**src/rtl/shift_seq_ctrl_pkg.sv**
```systemverilog
// Shared encodings for the shift-chain sequencer: command modes and FSM states.
package shift_pkg;

    // Command mode encodings on req_mode
    localparam logic [1:0] MODE_LOAD   = 2'b00;
    localparam logic [1:0] MODE_CLEAR  = 2'b01;
    localparam logic [1:0] MODE_ROTATE = 2'b10;
    localparam logic [1:0] MODE_NOP    = 2'b11;

    // Sequencer FSM state encodings
    localparam logic [1:0] ST_IDLE = 2'b00;
    localparam logic [1:0] ST_RUN  = 2'b01;
    localparam logic [1:0] ST_DONE = 2'b10;

endpackage

```
**src/rtl/shift_seq_ctrl_tick_gen.sv**
```systemverilog
// Prescaler producing a one-cycle tick every DIV system clocks while enabled.
// The chain runs on the system clock; this tick acts as its clock enable.
module tick_gen #(
    parameter int unsigned DIV = 25000000
) (
    input  logic clock,
    input  logic reset,
    input  logic enable,
    output logic tick
);

    localparam int unsigned CW = (DIV > 1) ? $clog2(DIV) : 1;
    localparam logic [CW-1:0] LAST = CW'(DIV - 1);

    logic [CW-1:0] cnt_q, cnt_d;

    // Count 0..DIV-1 and wrap while enabled; hold at zero otherwise
    always_comb begin
        cnt_d = cnt_q;
        if (!enable) begin
            cnt_d = '0;
        end else if (cnt_q == LAST) begin
            cnt_d = '0;
        end else begin
            cnt_d = cnt_q + 1'b1;
        end
    end

    // Prescaler register
    always_ff @(posedge clock or posedge reset) begin
        if (reset) begin
            cnt_q <= '0;
        end else begin
            cnt_q <= cnt_d;
        end
    end

    assign tick = enable && (cnt_q == LAST);

endmodule

```
**src/rtl/shift_seq_ctrl.sv**
```systemverilog
// Sequencer for a serial shift-register chain: LOAD / CLEAR / ROTATE commands
// over valid/ready, paced by a prescaler tick, with a shadow copy of the chain.
module shift_seq_ctrl
    import shift_pkg::*;
#(
    parameter int unsigned WIDTH = 4,
    parameter int unsigned DIV   = 25000000,
    parameter int unsigned CNT_W = 8
) (
    input  logic             clock,
    input  logic             reset,
    input  logic             req_valid,
    output logic             req_ready,
    input  logic [1:0]       req_mode,
    input  logic [WIDTH-1:0] req_pattern,
    input  logic [CNT_W-1:0] req_count,
    output logic             ser_out,
    output logic             shift_en,
    output logic             busy,
    output logic             done,
    output logic [WIDTH-1:0] q
);

    localparam int unsigned WCW    = $clog2(WIDTH + 1);
    localparam int unsigned STEP_W = (CNT_W > WCW) ? CNT_W : WCW;

    logic [1:0]        state_q, state_d;
    logic [1:0]        mode_q, mode_d;
    logic [WIDTH-1:0]  pat_q, pat_d;
    logic [WIDTH-1:0]  q_q, q_d;
    logic [STEP_W-1:0] steps_q, steps_d;
    logic              ser_q, ser_d;
    logic              sh_q, sh_d;
    logic              busy_q, busy_d;
    logic              done_q, done_d;
    logic              run_en;
    logic              tick;

    assign run_en = (state_q == ST_RUN);

    tick_gen #(.DIV(DIV)) u_tick (
        .clock  (clock),
        .reset  (reset),
        .enable (run_en),
        .tick   (tick)
    );

    // Next-state logic for the command FSM, shadow register and strobe outputs
    always_comb begin
        state_d = state_q;
        mode_d  = mode_q;
        pat_d   = pat_q;
        steps_d = steps_q;
        ser_d   = 1'b0;
        sh_d    = 1'b0;
        busy_d  = busy_q;
        done_d  = 1'b0;
        // Shadow follows the chain one cycle after each strobe
        q_d     = sh_q ? {ser_q, q_q[WIDTH-1:1]} : q_q;

        case (state_q)
            ST_IDLE: begin
                if (req_valid) begin
                    mode_d = req_mode;
                    pat_d  = req_pattern;
                    busy_d = 1'b1;
                    case (req_mode)
                        MODE_LOAD, MODE_CLEAR: steps_d = STEP_W'(WIDTH);
                        MODE_ROTATE:           steps_d = STEP_W'(req_count);
                        default:               steps_d = '0;
                    endcase
                    state_d = (steps_d == '0) ? ST_DONE : ST_RUN;
                end
            end
            ST_RUN: begin
                if (tick) begin
                    sh_d = 1'b1;
                    case (mode_q)
                        MODE_LOAD: begin
                            ser_d = pat_q[0];
                            pat_d = pat_q >> 1;
                        end
                        // q_d already includes a shift still pending from the
                        // previous strobe, so back-to-back strobes (DIV=1)
                        // feed back the true last-stage value.
                        MODE_ROTATE: ser_d = q_d[0];
                        default:     ser_d = 1'b0;
                    endcase
                    steps_d = steps_q - 1'b1;
                    if (steps_q == STEP_W'(1)) begin
                        state_d = ST_DONE;
                    end
                end
            end
            ST_DONE: begin
                // First DONE cycle raises done; the second returns to IDLE,
                // so done lands one cycle after the final strobe or accept.
                if (!done_q) begin
                    done_d = 1'b1;
                    busy_d = 1'b0;
                end else begin
                    state_d = ST_IDLE;
                end
            end
            default: state_d = ST_IDLE;
        endcase
    end

    // State and output registers; reset aborts any command in flight
    always_ff @(posedge clock or posedge reset) begin
        if (reset) begin
            state_q <= ST_IDLE;
            mode_q  <= MODE_NOP;
            pat_q   <= '0;
            q_q     <= '0;
            steps_q <= '0;
            ser_q   <= 1'b0;
            sh_q    <= 1'b0;
            busy_q  <= 1'b0;
            done_q  <= 1'b0;
        end else begin
            state_q <= state_d;
            mode_q  <= mode_d;
            pat_q   <= pat_d;
            q_q     <= q_d;
            steps_q <= steps_d;
            ser_q   <= ser_d;
            sh_q    <= sh_d;
            busy_q  <= busy_d;
            done_q  <= done_d;
        end
    end

    assign req_ready = (state_q == ST_IDLE);
    assign ser_out   = ser_q;
    assign shift_en  = sh_q;
    assign busy      = busy_q;
    assign done      = done_q;
    assign q         = q_q;

endmodule

```
**config.mk**
```make
export PLATFORM = sky130hd
export DESIGN_NAME = shift_seq_ctrl
export DESIGN_NICKNAME = d
export VERILOG_FILES = /design/src/rtl/shift_seq_ctrl_pkg.sv /design/src/rtl/shift_seq_ctrl_tick_gen.sv /design/src/rtl/shift_seq_ctrl.sv
export SDC_FILE = /design/constraint.sdc
export NUM_CORES = 1
export LEC_CHECK = 0
export BUFFER_PORTS_ARGS = -buffer_cell sky130_fd_sc_hd__clkbuf_2
export CORE_UTILIZATION = 36
export CTS_BUF_LIST = sky130_fd_sc_hd__clkbuf_4 sky130_fd_sc_hd__clkbuf_8
export DETAILED_ROUTE_END_ITERATION = 7
export PLACE_DENSITY = 0.56
export SETUP_SLACK_MARGIN = 0.05
export SLEW_MARGIN = 10
export SYNTH_ARGS = -nofsm -noshare
export SYNTH_HDL_FRONTEND = slang
export SYNTH_SLANG_ARGS = --single-unit
```
**constraint.sdc**
```tcl
create_clock -name clock -period 5.25 [get_ports clock]
set_input_delay 1.05 -clock clock [delete_from_list [all_inputs] [get_ports clock]]
set_output_delay 1.05 -clock clock [all_outputs]
set_load 0.01 [all_outputs]
```
### Yosys cells after proc, flatten, opt, wreduce, memory -nomap -nowiden

Index checks and enable logic that the tools add are counted.

* flip-flop bits (word level): 49
* output and inout port bits: 9
* word-level logic and storage cells: 68
* input port bits: 17

* reductions and logical operators: 13
* add/subtract/negate cells: 2
* mux-type cells: 29
* equality and inequality tests: 13

Operators with widths (number)
* 25-bit two-way mux: 2
* 8-bit two-way mux: 4
* 8-bit one-hot mux with 2 select lines: 2
* 25-bit by 1-bit adder with 25-bit output, second input constant: 1
* 25-bit equality test, second input constant: 1
* 4-bit two-way mux: 3
* 2-bit != test, second input constant: 6
* 2-bit two-way mux: 5
* 1-bit two-way mux: 9
* 8-bit by 1-bit equality test with 1-bit output, second input constant: 1
* 8-bit logical NOT: 1
* 4-bit one-hot mux with 2 select lines: 1
* 4-bit AND reduction: 2
* 8-bit by 1-bit subtractor with 8-bit output, second input constant: 1
* 2-bit equality test, second input constant: 3
* 2-bit logical NOT: 3
* 2-bit one-hot mux with 3 select lines: 1
* 3-bit AND reduction: 2
* 2-bit by 1-bit equality test with 1-bit output, second input constant: 2
* 1-bit one-hot mux with 2 select lines: 2
* 2-bit nonzero test: 2
* 2-bit AND reduction: 1
* 2-bit OR reduction: 1
* 1-bit logical AND: 1

### Logic depth before layout (Yosys ltp)

Gate-level depths: netlist (run 1).

* depth after elaboration: 9
* mapped depth: 8
* mapped depth without buffers: 7

### Cells and area by module

A second synthesis (run 1) with hierarchy kept.

* cell total of the unflattened synthesis: 264
* area, all modules: 2541.2 um2

By module, submodules not included
* tick_gen: sequential area each 625.6 um2, area each 1342.5 um2, cells an instance 143, instances 1
* shift_seq_ctrl: sequential area each 603.1 um2, area each 1198.6 um2, cells an instance 121, instances 1

### Least setup slack after synthesis (run 1)

Ideal clock, no wire load.

* kind: in2reg
* start: input req_mode[1]
* end: register steps_q[0]
* path slack: 2851 ps
* path buffers: 1
* setup time: 92 ps
* cell stages on the path: 5
* arrival time: 2308 ps
* data required time: 5158 ps
* cell sequence: nor2b_1 > clkdlybuf4s50_2 > a21oi_1 > or3_2 > o31ai_2

* longest elaborated chain between the ends: 7
* elaborated cells on any way between the ends: 9
* those cells by class: eq/ne (2); mux (5); reduce/logical (2)

Ends and longest elaborated chain
* start: declaration: RTL line shift_seq_ctrl.sv:14 `input logic [1:0] req_mode,`
* 2-bit by 1-bit equality test with 1-bit output / 2-bit logical NOT (equally long branches): RTL line shift_seq_ctrl.sv:67 `case (req_mode)`
* 2-bit OR reduction: RTL line shift_seq_ctrl.sv:67
* 8-bit one-hot mux with 2 select lines (*): RTL line shift_seq_ctrl.sv:67
* 8-bit two-way mux (*): RTL line shift_seq_ctrl.sv:63 `if (req_valid) begin`
* 8-bit two-way mux (*): RTL line shift_seq_ctrl.sv:61 `case (state_q)`
* 8-bit two-way mux (*): RTL line shift_seq_ctrl.sv:63
* 8-bit one-hot mux with 2 select lines (*): RTL line shift_seq_ctrl.sv:61
* end signal: assignment: RTL line shift_seq_ctrl.sv:126 `steps_q <= steps_d;`
* end: declaration: RTL line shift_seq_ctrl.sv:31 `logic [STEP_W-1:0] steps_q, steps_d;`

Mark *: on every way between the ends. The rest lies on a longest branch, timed or not. The select of a mux whose other input is x is not followed.
A chain may end at the register's enable or synchronous reset.

### Final worst setup path (run 1)

* start: register u_tick.cnt_q[0]
* end: register state_q[0]

* longest elaborated chain between the ends: 4

Ends and longest elaborated chain
* start: declaration: RTL line shift_seq_ctrl_tick_gen.sv:15 `logic [CW-1:0] cnt_q, cnt_d;`
* start signal: assignment: RTL line shift_seq_ctrl_tick_gen.sv:34 `cnt_q <= cnt_d;`
* 25-bit equality test: RTL line shift_seq_ctrl_tick_gen.sv:38 `assign tick = enable && (cnt_q == LAST);`
* 1-bit logical AND: RTL line shift_seq_ctrl_tick_gen.sv:38
* 2-bit != test (no line)
* 4-bit AND reduction (no line)
* end signal: assignment: RTL line shift_seq_ctrl.sv:122 `state_q <= state_d;`
* end: declaration: RTL line shift_seq_ctrl.sv:27 `logic [1:0] state_q, state_d;`

No other way between the ends.

==> impl_metrics.yaml, run 1 <==
cts:
  clk_path_buf_depth: 2
  clock-sinks: 49
  cts_buffers: 5
  ctsHoldBuffers: 0
  cts_tree: "yes"
  clk-insertion-delay-late_ns: 0.30
  path_clk_slew_ns: 0.09
  postCtsSetupBuffers: 0
  htree_levels: 2
  cts_resized: 0
  root_buffer: "clkbuf_8"
global_routing:
  top_usage_layer: "met2"
  overflow: 0
  track_usage_pct: 14.9
  grt_pass1_vias: 1830
  grtUsageMet3_pct: 2.95
  grt_pass1_wl_um: 8800
  use_met2_pct: 23.4
  antenna_found_initial: 0
  grt_max_degree: 50
  grtUsageMet1_pct: 21.3
floorplanning:
  start_util_pct: 37.4
  coreArea_um2: 6830
  rows: 30
  io_pins: 26
  dieArea_um2: 7430
  die_h_um: 86.2
  die_x_um: 86.2
worst_setup_path:
  worst_ep_required_time_ns: 5.40
  worst_path_largest_cell_delay_ns: 0.56
  path_class: "register to register"
  worstPathCellList: "ha_1, nand2_1, or4_4, nand3b_4, o21ai_4, o211ai_1"
  worstSetupEndpointType: "register"
  ff2ff_path_depth: 6
  reg2reg_setup_slack_ns: 2.89
  worstPathArrival_ns: 2.51
  critPathMaxFanout: 24
  cpMaxStageDelayCell: "or4_4"
  cp-start-kind: "register"
logic_synthesis:
  synth_top_area_share_pct: 46.1
  async_reset_ff_share_pct: 100
  synth_seq_cells: 49
  synth_edf_count: 0
  synth_area_leader_cell: "dfrtp_1"
  syn-instance-count: 261
  yosysWarnings: 0
  post-synth-top-count-cell: "dfrtp_1"
  synth_common_cells: "dfrtp_1 (47), nor2_1 (33), nand2_1 (29), nand3_1 (18), xor2_1 (14)"
  synth_cell_types: 51
  syn-mean-instance-area_um2: 9.78
  synth_nets: 281
  synth_area_leaders: "dfrtp_1 (46%), nor2_1 (4.9%), xor2_1 (4.8%)"
  synth_area_um2: 2550
  synth-seq-area-share_pct: 48.1
  synth_ff_type: "dfrtp_1"
placed_design:
  gp_congestion: 0.764
  placed_cells: 375
  port_buffers: 25
  dpl_worst_slack_ns: 2.87
  hpwl_um: 3760
worst_hold_path:
  min_path_type: "register to register"
  hold_depth: 1
routing:
  drt_iter0_drc: 123
  drc_errors: 0
  drtAntennaViolNets: 0
  wl_per_cell_um: 13.7
  first_pass_iters: 4
  drt-total-wl_um: 5250
  num_vias: 1967
  viasPerCell: 5.14
finish:
  final_core_util_pct: 42.1
  drive_gt1_share_pct: 19.9
  fin_nets: 306
  final_cells: 383
  antennaDiodeCount: 0
  syn_to_final_growth_pct: 12.6
sta:
  finalSetupViolations: 0
  tns_ns: 0
  fmaxAchievable_mhz: 424
  report.final.slew_viol_count: 0
  max_slew.worst_pin.slew_ns: 1.01
  skew_ns: 0.0117
  fin_crit_ns: 2.36
  period_share_pct: 44.9
  final_hold_viol_count: 0
  max-slew-margin-rel_pct: 33.0
  rsz0062_at_grt: "false"
  fin_ws_ns: 2.89
power:
  leakage_nw: 1.31
  power_uw: 708
  vdd_drop_max_v: 0.000124
  power_density_nw_per_um2: 246
run:
  drv_cap: 0
outcome:
  status: "finished clean"
[routing by layer]
layer	part of all wire, %	vias up
li1	-	962
met1	49	948
met2	46	55
met3	4.4	2
met4	0.65	0
met5	0	-
[power breakdown]
part | total [mW] | internal [mW] | switching (mW) | leakage, nW
clock network | 0.313 | 0.189 | 0.124 | 0.0681
logic | 0.0177 | 0.00530 | 0.0124 | 0.605
registers | 0.377 | 0.377 | 0 | 0.637
total | 0.708 | 0.572 | 0.137 | 1.31
[worst max-delay path: cells and delay by family, from the launching register on]
kind | cells | cell delay (ns)
flops | 1 | 0.41
simple gates | 3 | 0.87
compound gates | 2 | 0.71
fa+ha+maj | 1 | 0.23
[path summary, 6_finish.rpt]
path / from / end
max: u_tick.cnt_q[0] / state_q[0]
min: done / done
max reg2reg: u_tick.cnt_q[0] / state_q[0]
min reg2reg: done / done
max in group asynchronous: reset / u_tick.cnt_q[22]
min in group asynchronous: reset / q[1]
[layout make-up]
class / count / area, µm²
Clock inverter: 3 / 65.1
Clock buffer: 5 / 68.8
Sequential cell: 49 / 1230
Tap cell: 96 / 120
Fill cell: 685 / 3960
Multi-Input combinational cell: 196 / 1220
Inverter: 9 / 46.3
Timing Repair Buffer: 25 / 125
[layout by cell type (no fill, tap or decap), types with 3 or more instances in the layout]
cell type / n
nand2_1: 29
ha_1: 3
nand4_1: 8
and3_1: 3
nor2_1: 33
mux2_2: 4
nor2b_1: 4
xor2_1: 14
a21oi_1: 11
nor3_1: 9
o21ai_0: 9
clkbuf_8: 5
inv_1: 7
dfrtp_1: 47
nor4_1: 7
nand3_1: 18
xnor2_1: 7
clkbuf_2: 25
[registers in the layout, summed over array words and instances, names as in the netlist]
register and flops:
q 4, state_q 2, done 1, steps_q 8
u_tick.cnt_q 25, shift_en 1, busy 1, pat_q 4
ser_out 1, mode_q 2
[through the flow]
stage	hold WS, ns	area (µm²)
floorplan	0.445	2550
global placement	0.459	2740
detailed placement	0.467	2740
CTS	0.480	2880
global route	0.489	2880
finish	0.473	2880
[kinds of logic after synthesis]
group,after synthesis,synth area share (%)
AOI/OAI and AO/OA,36,10.1
buffers and inverters,16,4.02
muxes,7,2.99
adders and majority gates,3,1.47
and+or+nand+nor,129,26.1
DFF,49,48.1
xor gates and xnor gates,21,7.20
No activity file was read; power rests on OpenSTA's default activity.
==> run 2: changes to the inputs <==
==> constraint.sdc (replaced) <==
create_clock -name clock -period 2.25 [get_ports clock]
set_input_delay 0.45 -clock clock [delete_from_list [all_inputs] [get_ports clock]]
set_output_delay 0.45 -clock clock [all_outputs]
set_load 0.01 [all_outputs]
==> impl_metrics.yaml, run 2 (synthesis results as in run 1) <==
outcome:
  status: "finished clean"
floorplanning:
  io_pins: 26
  coreArea_um2: 6830
  dieArea_um2: 7430
  die_x_um: 86.2
  rows: 30
  die_h_um: 86.2
  start_util_pct: 37.4
worst_setup_path:
  worst_path_largest_cell_delay_ns: 0.56
  worst_ep_required_time_ns: 2.43
  worstPathCellList: "ha_1, nand2_1, or4_4, o21ai_4, and2_2, mux2_1"
  worstSetupEndpointType: "register"
  path_class: "register to register"
  critPathMaxFanout: 5
  worstPathArrival_ns: 2.28
  path_buf_inv: 0
  cpMaxStageDelayCell: "or4_4"
  path_delay_family: "simple AND/OR/NAND/NOR gates"
  cp-start-kind: "register"
routing:
  viasPerCell: 5.13
  num_vias: 2041
  drt_iter0_drc: 87
  drc_errors: 0
  wl_per_cell_um: 13.7
  drtAntennaViolNets: 0
  first_pass_iters: 4
  drt-total-wl_um: 5460
sta:
  fin_crit_ns: 2.10
  tns_ns: 0
  final_hold_viol_count: 0
  max-slew-margin-rel_pct: 57.3
  report.final.slew_viol_count: 0
  fmaxAchievable_mhz: 476
  fin_hold_ws_ns: 0.140
  finalSetupViolations: 0
  skew_ns: 0.0151
  rsz0062_at_grt: "false"
  period_share_pct: 93.4
  max_slew.worst_pin.slew_ns: 0.634
global_routing:
  grt_pass1_wl_um: 9420
  antenna_found_initial: 0
  track_usage_pct: 16.0
  grt_pass1_vias: 1994
  overflow: 0
  grt_max_degree: 30
finish:
  largest_reg_flops: 25
  drive_gt1_share_pct: 24.2
  fillers: 659
  reg_top3: "u_tick.cnt_q x25, steps_q x8"
  antennaDiodeCount: 0
  layout_common_cells: "dfrtp_1 (47), nor2_1 (33), nand2_1 (29)"
  syn_to_final_growth_pct: 17.1
  regMostFlops: "u_tick.cnt_q"
  final_cells: 398
  fin_nets: 321
  multi_input_area_um2: 1220
  final_common_cell: "dfrtp_1"
  regArea_um2: 1230
placed_design:
  placed_cells: 390
  hpwl_um: 4010
  gp_congestion: 0.824
  port_buffers: 25
cts:
  path_clk_slew_ns: 0.08
  clk_path_buf_depth: 2
  htree_levels: 2
  cts_tree: "yes"
  clock-sinks: 49
  cts_buffers: 5
  clk-insertion-delay-late_ns: 0.30
  root_buffer: "clkbuf_8"
  ctsHoldBuffers: 0
power:
  vdd_drop_max_v: 0.000313
  leakage_nw: 1.38
  power_density_nw_per_um2: 530
run:
  drv_cap: 0
worst_hold_path:
  min_path_type: "input pin to async pin"
run 2: per-stage QoR:
| step | instance area [µm²] | util (%) | worst slack [ns] | total power, mW |
|---|---|---|---|---|
| global placement | 2870 | 42.0 | 0.115 | 0.947 |
| detailed placement | 2870 | 42.0 | 0.0608 | 0.947 |
| global route | 2990 | 43.8 | 0.0528 | 1.65 |
| CTS | 2990 | 43.8 | 0.128 | 1.62 |
| finish | 2990 | 43.8 | 0.148 | 1.59 |
| floorplan | 2550 | - | 0.169 | 0.917 |
run 2: cell type report:
cell class / instances / area share (%)
multi-input cells: 196 / 41.0
clock buffers: 7 / 3.01
inverters: 9 / 1.55
flip-flops and latches: 49 / 41.1
well taps: 96 / 4.02
repair buffers: 40 / 8.37
clock inverters: 1 / 1.00
run 2: metal layers:
metal	vias up	share of wire, %	track usage (%)
met3	9	6.0	3.33
met2	82	44	24.5
met1	950	49	22.9
met4	0	1.4	4.85
met5	-	0	0
li1	1000	-	-
run 2: power by group:
part	internal (mW)	total, mW	switching (mW)	leakage, nW
combinational	0.0170	0.0480	0.0310	0.686
clock	0.375	0.658	0.283	0.0619
sequential	0.880	0.880	0	0.637
run 2: final timing paths:
path	to	from	cells past startpoint	slack (ns)
setup / recovery	pat_q[2]	u_tick.cnt_q[0]	6	0.15
hold / removal	q[1]	reset	2	0.14
setup reg to reg	pat_q[2]	u_tick.cnt_q[0]	6	0.15
hold reg to reg	done	done	1	0.47
max in group asynchronous	mode_q[0]	reset	3	1.54
min in group clock	mode_q[1]	req_mode[1]	3	0.37
run 2: worst reg2reg max path, cell delays in order, from the launching register on:
cell     delay, ns
dfrtp_1       0.41
ha_1          0.22
nand2_1       0.12
or4_4         0.56
o21ai_4       0.16
and2_2        0.19
mux2_1        0.33
run 2: repair_timing:
action                     in CTS  in global routing
setup buffers                   0                  0
resized for setup               1                  0
setup endpoints to repair       1                  0
==> run 3: changes to the inputs <==
--- a/config.mk
+++ b/config.mk
@@ -6,10 +6,12 @@
 export NUM_CORES = 1
 export LEC_CHECK = 0
 export BUFFER_PORTS_ARGS = -buffer_cell sky130_fd_sc_hd__clkbuf_2
+export CAP_MARGIN = 20
 export CORE_UTILIZATION = 36
 export CTS_BUF_LIST = sky130_fd_sc_hd__clkbuf_4 sky130_fd_sc_hd__clkbuf_8
 export DETAILED_ROUTE_END_ITERATION = 7
 export PLACE_DENSITY = 0.56
+export REMOVE_ABC_BUFFERS = 1
 export SETUP_SLACK_MARGIN = 0.05
 export SLEW_MARGIN = 10
 export SYNTH_ARGS = -nofsm -noshare
==> impl_metrics.yaml, run 3 (synthesis results as in run 1) <==
sta:
  skew_ns: 0.0121
  rsz0062_at_grt: "false"
  max_slew.worst_pin.slew_ns: 0.651
  tns_ns: 0
  finalSetupViolations: 0
  report.final.slew_viol_count: 0
  final_hold_viol_count: 0
  max-slew-margin-rel_pct: 56.2
  fin_crit_ns: 2.08
  period_share_pct: 92.7
  fmaxAchievable_mhz: 480
finish:
  syn_to_final_growth_pct: 15.9
  regArea_um2: 1230
  layout_common_cells: "dfrtp_1 (47), nor2_1 (33), nand2_1 (29)"
  reg_top3: "u_tick.cnt_q x25, steps_q x8"
  largest_reg_flops: 25
  antennaDiodeCount: 0
  regMostFlops: "u_tick.cnt_q"
  final_core_util_pct: 43.3
  fillers: 712
  final_common_cell: "dfrtp_1"
  fin_nets: 319
  drive_gt1_share_pct: 24.0
  multi_input_area_um2: 1230
  final_area_um2: 2960
worst_setup_path:
  worstPathCellList: "ha_2, nand2_1, or4_4, o21ai_4, and2_2, mux2_1"
  worst_ep_required_time_ns: 2.44
  worst_path_largest_cell_delay_ns: 0.56
  path_class: "register to register"
  worstSetupEndpointType: "register"
  worstPathArrival_ns: 2.28
  critPathMaxFanout: 4
  cpMaxStageDelayCell: "or4_4"
  cp-start-kind: "register"
run:
  drv_cap: 0
routing:
  top_layer: "met4"
  first_pass_iters: 4
  viasPerCell: 5.05
  drc_errors: 0
  wl_per_cell_um: 13.5
  drtAntennaViolNets: 0
  wl_met3_um: 228
  num_vias: 1999
  wl_met2_um: 2510
  routedLengthMet1_um: 2560
  drt_iter0_drc: 90
  drt-total-wl_um: 5360
cts:
  cts_tree: "yes"
  clk-insertion-delay-late_ns: 0.31
  cts_buffers: 5
  ctsHoldBuffers: 0
  htree_levels: 2
  path_clk_slew_ns: 0.09
  clock-sinks: 49
  root_buffer: "clkbuf_8"
  clk_path_buf_depth: 2
power:
  leakage_nw: 1.36
  power_density_nw_per_um2: 503
  vdd_drop_max_v: 0.000209
placed_design:
  port_buffers: 25
  gp_congestion: 0.796
  place_area_um2: 2850
  hpwl_um: 3890
global_routing:
  grt_max_degree: 50
  overflow: 0
  track_usage_pct: 16.4
  grt_pass1_vias: 1989
  antenna_found_initial: 0
  grt_pass1_wl_um: 9470
floorplanning:
  start_util_pct: 37.4
  coreArea_um2: 6830
  dieArea_um2: 7430
  die_h_um: 86.2
  io_pins: 26
  rows: 30
  die_x_um: 86.2
outcome:
  status: "finished clean"
worst_hold_path:
  min_path_type: "input pin to async pin"
==> run 3: worst max-delay path, delay by kind of cell (launching register included) <==
family | cells | cell delay (ns)
muxes | 1 | 0.33
DFF | 1 | 0.40
adders and majority gates | 1 | 0.23
AOI/OAI and AO/OA | 1 | 0.16
and+or+nand+nor | 3 | 0.86
==> run 3: where the power goes <==
group          switching (mW)  internal, mW
Combinational          0.0295        0.0147
Sequential                  0         0.880
Clock                   0.287         0.278
Total                   0.317          1.17
==> run 3: per-stage QoR <==
step	std cells	setup slack (ns)	power [mW]	hold WS, ns
global route	396	0.0559	1.56	0.339
finish	396	0.165	1.49	0.282
CTS	395	0.0530	1.52	0.309
global placement	387	0.109	0.944	0.451
detailed placement	387	0.0294	0.944	0.454
floorplan	254	0.151	0.915	0.445
==> run 3: worst paths after layout <==
kind                                 start               end  slack [ns]  cells past startpoint
setup / recovery           u_tick.cnt_q[1]          pat_q[2]        0.17                      6
setup reg to reg           u_tick.cnt_q[1]          pat_q[2]        0.17                      6
min in group clock             req_mode[0]         mode_q[0]        0.37                      3
max in group asynchronous            reset  u_tick.cnt_q[22]        1.56                      3
hold / removal                       reset        steps_q[2]        0.28                      3
hold reg to reg                       done              done        0.46                      1
==> run 3: repair_timing <==
action	in CTS	in global routing
resized for setup	1	2
setup buffers	0	1
endpoints found under the setup margin	1	24
pin swaps	0	0
==> run 3: area by class of cell <==
class / instances / area share, %
clock buffers: 7 / 3.26
clock inverters: 1 / 0.169
inverters: 9 / 1.56
multi-input cells: 196 / 41.5
flip-flops and latches: 49 / 41.5
well taps: 96 / 4.06
repair buffers: 38 / 7.95
==> run 3: layer usage <==
layer,up-vias,global-route usage (%)
met1,965,21.9
met2,38,26.6
met3,8,3.71
met4,0,5.00
met5,-,0
li1,988,-
